File: src/rtl/cache_line_fill_unit.sv
// cache_line_fill_unit: per-L1 miss engine (optional dirty-victim writeback, then 8-beat line read).
// Define FILL_EARLY_RESTART_EN to add crit_valid/crit_word early-restart outputs.
//
// state   | meaning
// IDLE    | wait for miss_req; stray response beats are acked and dropped
// WB_REQ  | write request held with beat 0 until arb_reqack
// WB_DATA | stream victim beats 1..LINE_BEATS-1, one per cycle
// RD_REQ  | read request held until arb_reqack
// RD_RESP | collect response beats into fill_line; gaps allowed
// DONE    | miss_done pulse, then back to IDLE
module cache_line_fill_unit #(
    parameter int   WIDTH      = 64,
    parameter int   TAG_WIDTH  = 13,
    parameter int   LINE_BEATS = 8,
    parameter logic SRC_ID     = 1'b0
) (
    input  logic                        clk,
    input  logic                        reset,
    input  logic                        miss_req,
    input  logic [63:0]                 miss_addr,
    input  logic                        victim_dirty,
    input  logic [63:0]                 victim_addr,
    input  logic [WIDTH*LINE_BEATS-1:0] victim_data,
    output logic                        miss_done,
    output logic [WIDTH*LINE_BEATS-1:0] fill_line,
`ifdef FILL_EARLY_RESTART_EN
    output logic                        crit_valid,
    output logic [WIDTH-1:0]            crit_word,
`endif
    output logic                        arb_req,
    output logic [63:0]                 arb_addr,
    output logic [TAG_WIDTH-1:0]        arb_tag,
    input  logic                        arb_reqack,
    output logic [WIDTH-1:0]            arb_reqdata,
    input  logic                        arb_respcyc,
    input  logic [WIDTH-1:0]            arb_resp,
    output logic                        arb_respack
);

    localparam int CNT_W = $clog2(LINE_BEATS);
    localparam logic [CNT_W-1:0] LAST_BEAT = CNT_W'(LINE_BEATS - 1);
    localparam logic [63:0] LINE_MASK = ~64'h3f;
    localparam logic [TAG_WIDTH-1:0] RD_TAG = TAG_WIDTH'({1'b1, 4'b0001, 7'b0, SRC_ID});
    localparam logic [TAG_WIDTH-1:0] WR_TAG = TAG_WIDTH'({1'b0, 4'b0001, 7'b0, SRC_ID});

    typedef enum logic [2:0] {
        IDLE,
        WB_REQ,
        WB_DATA,
        RD_REQ,
        RD_RESP,
        DONE
    } state_t;

    state_t                       state;
    logic [CNT_W-1:0]             cnt;
    logic [CNT_W-1:0]             cnt_inc;
    logic [63:0]                  miss_line_q;
    logic [WIDTH*LINE_BEATS-1:0]  victim_q;
`ifdef FILL_EARLY_RESTART_EN
    logic [CNT_W-1:0]             crit_idx_q;
`endif

    assign cnt_inc = cnt + 1'b1;

    // Every beat offered is consumed in every state; nothing can back-pressure the arbiter.
    assign arb_respack = arb_respcyc & ~reset;

    always_ff @(posedge clk) begin
        if (reset) begin
            state       <= IDLE;
            cnt         <= '0;
            miss_line_q <= '0;
            victim_q    <= '0;
            miss_done   <= 1'b0;
            fill_line   <= '0;
            arb_req     <= 1'b0;
            arb_addr    <= '0;
            arb_tag     <= '0;
            arb_reqdata <= '0;
`ifdef FILL_EARLY_RESTART_EN
            crit_idx_q  <= '0;
            crit_valid  <= 1'b0;
            crit_word   <= '0;
`endif
        end else begin
            miss_done <= 1'b0;
`ifdef FILL_EARLY_RESTART_EN
            crit_valid <= 1'b0;
`endif
            case (state)
                IDLE: begin
                    if (miss_req) begin
                        miss_line_q <= miss_addr & LINE_MASK;
                        victim_q    <= victim_data;
                        arb_req     <= 1'b1;
                        cnt         <= '0;
`ifdef FILL_EARLY_RESTART_EN
                        crit_idx_q  <= miss_addr[3 +: CNT_W];
`endif
                        if (victim_dirty) begin
                            arb_addr    <= victim_addr & LINE_MASK;
                            arb_tag     <= WR_TAG;
                            arb_reqdata <= victim_data[WIDTH-1:0];
                            state       <= WB_REQ;
                        end else begin
                            arb_addr <= miss_addr & LINE_MASK;
                            arb_tag  <= RD_TAG;
                            state    <= RD_REQ;
                        end
                    end
                end
                WB_REQ: begin
                    if (arb_reqack) begin
                        cnt         <= CNT_W'(1);
                        arb_reqdata <= victim_q[WIDTH +: WIDTH];
                        state       <= WB_DATA;
                    end
                end
                WB_DATA: begin
                    if (cnt == LAST_BEAT) begin
                        cnt      <= '0;
                        arb_addr <= miss_line_q;
                        arb_tag  <= RD_TAG;
                        state    <= RD_REQ;
                    end else begin
                        cnt         <= cnt_inc;
                        arb_reqdata <= victim_q[cnt_inc*WIDTH +: WIDTH];
                    end
                end
                RD_REQ: begin
                    if (arb_reqack) begin
                        arb_req <= 1'b0;
                        cnt     <= '0;
                        state   <= RD_RESP;
                    end
                end
                RD_RESP: begin
                    if (arb_respcyc) begin
                        fill_line[cnt*WIDTH +: WIDTH] <= arb_resp;
                        cnt <= cnt_inc;
`ifdef FILL_EARLY_RESTART_EN
                        if (cnt == crit_idx_q) begin
                            crit_valid <= 1'b1;
                            crit_word  <= arb_resp;
                        end
`endif
                        if (cnt == LAST_BEAT) begin
                            miss_done <= 1'b1;
                            state     <= DONE;
                        end
                    end
                end
                DONE: begin
                    state <= IDLE;
                end
                default: begin
                    state <= IDLE;
                end
            endcase
        end
    end

endmodule
File: config.mk
export PLATFORM = sky130hd
export DESIGN_NAME = cache_line_fill_unit
export DESIGN_NICKNAME = d
export VERILOG_FILES = /design/src/rtl/cache_line_fill_unit.sv
export SDC_FILE = /design/constraint.sdc
export NUM_CORES = 2
export LEC_CHECK = 0
export ABC_AREA = 1
export CAP_MARGIN = 20
export CORE_AREA = 4 4 527 529
export DETAILED_ROUTE_END_ITERATION = 12
export DIE_AREA = 0 0 531 533
export GPL_TIMING_DRIVEN = 0
export MAX_ROUTING_LAYER = met4
export PLACE_DENSITY = 0.5
export SYNTH_ARGS = -nofsm -noshare
export SYNTH_HDL_FRONTEND = slang
export SYNTH_SLANG_ARGS = --single-unit
export TNS_END_PERCENT = 1
File: constraint.sdc
create_clock -name clk -period 2.6 [get_ports clk]
set_input_delay 0.39 -clock clk [delete_from_list [all_inputs] [get_ports clk]]
set_output_delay 0.39 -clock clk [all_outputs]
set_load 0.02 [all_outputs]
==> impl_results.md <==
- Reg-to-reg startpoint: cnt[0]
- Reg power frac: between 20% and 30%
- Initial antenna violation count: roughly 190
- Number of global-route vias before repair: roughly 56,000
- Area growth syn-to-layout: 51.15%
- Worst-Margin Slew: slightly above 1 ns
- Final ANT Viol Nets: 0
- Max-slew headroom: between 30% and 40%
- Worst hold margin: 0.1886 ns
- Fin crit share: 100.7%
- Sw frac: between 40% and 50%
- Core area: between 200,000 and 300,000 um2
- M1 WL: between 150 and 200 mm
- Commonest non-fill, non-tap cell in the layout: nand2_1
- Via count: between 50,000 and 60,000
- Yosys top cell by area: dfxtp_1
- Hold path start: victim_data[286]
- Final number of hold-violating endpoints: 0
- Die width: ~530 um
- Post-Route WL: ~370 mm
- CP arrival: between 3 and 4 ns
- Fmax: about 0.38 GHz
- Max Cap Viol: 0
- Setup ws final: -0.01788 ns
- Leakage: 31.54 nW
- DR iter-0 viols: 5,652
- Sw power: 39.39 mW
- CTS H-tree lvls: 4
- CP Data Required Time: roughly 3.3 ns
- DP Worst Slack: -2.871 ns
- Largest net degree at the start of global routing: 17
- Crit path max fanout: 10
- Final slew viol count: 0
- Pwr Density: approximately 1100 nW/um2
- Final Cell Area: 79,110 um2
- Seq/Total Area, Yosys: between 40 and 50%
- DR vias/cell: approximately 4.6
- Flop and latch count out of synthesis: around 1,200
- Skew-Pair Late Insertion Delay: 0.85 ns
- Die height: 533 um
- # rows: between 150 and 200
- Failing checks: negative setup slack
- CP startpoint kind: register
- Synth cell types: 28
- R2r endpoint: fill_line[487]
- First-pass GRT wire length: around 490 mm
- Die Area: approximately 280,000 um2
- Nets@finish: slightly below 10,000
- Sink Count: ~1,200
- Final min period: around 2.6 ns
- Unrepaired setup endpoints after global routing: true
- I/O pin cnt: 1,366
- Commonest cells after routing, fill and taps aside: nand2_1 (1,620), clkdlybuf4s50_1 (1,332), dfxtp_1 (1,213), a21oi_1 (1,005), o21ai_0 (873)
- Crit-path max cell delay: between 0.4 and 0.5 ns
- Layout Utilization: 28.99%
- Hold-critical path endpoint: victim_q[286]
- Combinational share of power: 45.7%
- Metal3 WL: roughly 37 mm
- Max Buffers Root-to-Sink: 3
- Clock power frac: ~27%
- IO Port Bufs: 1,335
- Most common cell on crit path: buf_16
- Starting Density: 19.18%
- Crit path kind: register to register
- Worst vdd ir: 0.6579 mV
- HP Class: input port to register
- Routed met2 length: about 160 mm
- Reg clk slew, reported paths: roughly 0.060 ns
- Overall Global Routing Usage: approximately 26%
- Slowest CP cell: nor2_1
- Top cell type's share of synthesized area: a little under half
- WHS Path Cells: 3
- Worst Skew: approximately 0.079 ns
- Drt pass-1 iters: 6
- CP Capture Type: register
- DR top layer: met4
- DRC Markers: 0
- Area of placed instances: approximately 70,000 um2
- Ranking of synthesized cells by area: dfxtp_1 (46%), nand2_1 (12%), a21oi_1 (9.8%), o21ai_0 (8.8%), inv_1 (5.5%)
- Layout fillers: 30,120
- Reg2Reg Depth: 11
- Post-Syn Instances: ~7,600
- Placed cells: between 10,000 and 15,000
- Fin cells: between 10,000 and 15,000
- Wire length per cell: about 29 um
- Mean Syn Cell Area: around 6.9 um2
- CTS Root Cell: clkbuf_16
- Gpl congestion: between 0.9 and 1
- Total CTS buffers: ~160
- Share of post-route cells with drive strength above 1: under 10%
- Status: complete, but fails checks
- HPWL Detailed: just over 300 mm
- Worst-path cell chain: buf_6 -> inv_8 -> buf_16 -> buf_16 -> ha_4 -> buf_12 -> clkbuf_16 -> clkbuf_2 -> nor2_1 -> nand3_1 -> a21oi_1
- Finish-stage setup viols: 7
- Synthesized area: around 52,000 um2
- GRT Residual Overflow: 0
- CTS tree: yes
- Int Power: roughly 47 mW
- FF-to-FF setup slack: -0.02 ns
- Ys Warns: 0
[routing by layer]
layer	vias up	GRT usage (%)
li1	27900	-
met1	28380	32.00
met2	2660	39.16
met3	561	8.603
met4	0	9.313
met5	-	-
[cells by family (layout without fill, tap and decap cells)]
group	after synthesis	count (layout)	share of synthesized area (%)
AOI/OAI and AO/OA	2032	2032	19.61
adders and majority gates	5	5	0.1195
buffers and inverters	1406	3069	10.87
DFF	1214	1214	46.44
other	1	156	0.007165
and+or+nand+nor	2981	2982	22.95
[critical path: cells and delay by family (launching register included)]
family                     cells  cell delay [ns]
buffers and inverters          7             1.08
adders and majority gates      1             0.24
and+or+nand+nor                2             0.68
DFF                            1             0.33
AOI/OAI and AO/OA              1             0.17
[final cells by class]
type                            count  area, um2  area share [%]
Timing Repair inverter              1      8.758         0.01107
Buffer                            630       3792           4.794
Multi-Input combinational cell   5036      23590           29.83
Clock buffer                      214       4503           5.692
Clock inverter                     65       1010           1.276
Timing Repair Buffer             1384      14070           17.79
Sequential cell                  1214      24300           30.72
Antenna cell                      139      347.8          0.4397
Inverter                          775       2982           3.769
Tap cell                         3589       4491           5.677
[power groups by stage]
stage | combinational, mW | sequential (mW) | clock (mW)
after floorplan | 17.4 | 24.4 | 0
after global placement | 35.4 | 23.8 | 0
after detailed placement | 35.6 | 23.9 | 0
after CTS | 38.9 | 23.5 | 23.9
after global routing | 42.3 | 23.9 | 24.6
final | 39.5 | 23.5 | 23.5
[metrics by stage]
step / TNS, ns / power (mW)
6_report: -0.05173 / 86.61
5_1_grt: -4.433 / 90.76
4_1_cts: -12.05 / 86.28
3_5_place_dp: -1430.98 / 59.50
3_3_place_gp: -1710.31 / 59.24
2_1_floorplan: -0.9567 / 41.80
[registers in the layout (all words and copies together) (netlist names)]
name and cells:
fill_line 512, victim_q 512, arb_reqdata 64, arb_addr 58, miss_line_q 58, cnt 3
state 3, arb_tag 2, arb_req 1, miss_done 1
[cell usage after synthesis]
cell type / instances
nand3_1: 570
nor3_1: 6
nor2_8: 1
a31oi_1: 73
clkinv_1: 1
a21oi_1: 1023
clkbuf_1: 337
o21ai_0: 918
buf_1: 39
buf_2: 222
a21oi_2: 1
conb_1: 1
ha_1: 5
nor2_4: 3
nand2_4: 1
nand2_2: 7
nand3_2: 1
inv_2: 11
nor2_2: 2
nand3b_1: 3
buf_6: 3
dfxtp_1: 1214
nand2_1: 1657
nor2_1: 729
buf_4: 30
nand3_4: 1
inv_1: 763
o21ai_1: 17
[how the worst max path moves through the flow]
stage,start,to,slack (ns),depth (start not counted)
floorplan,cnt[0],fill_line[400],-0.01,13
global placement,cnt[0],arb_reqdata[61],-3.56,16
detailed placement,cnt[0],arb_reqdata[61],-2.87,16
CTS,cnt[0],fill_line[184],-0.13,18
global route,cnt[0],fill_line[140],-0.1,17
finish,cnt[0],fill_line[487],-0.02,11
[what timing repair did]
action | CTS | global route
hold endpoints to repair | 0 | 0
gates resized for setup | 620 | 142
hold buffers | 0 | 0
pin swaps | 18 | 15
gates cloned | 3 | 4
endpoints found under the setup margin | 822 | 599
setup buffers | 21 | 10
No activity file was read; power rests on OpenSTA's default activity.
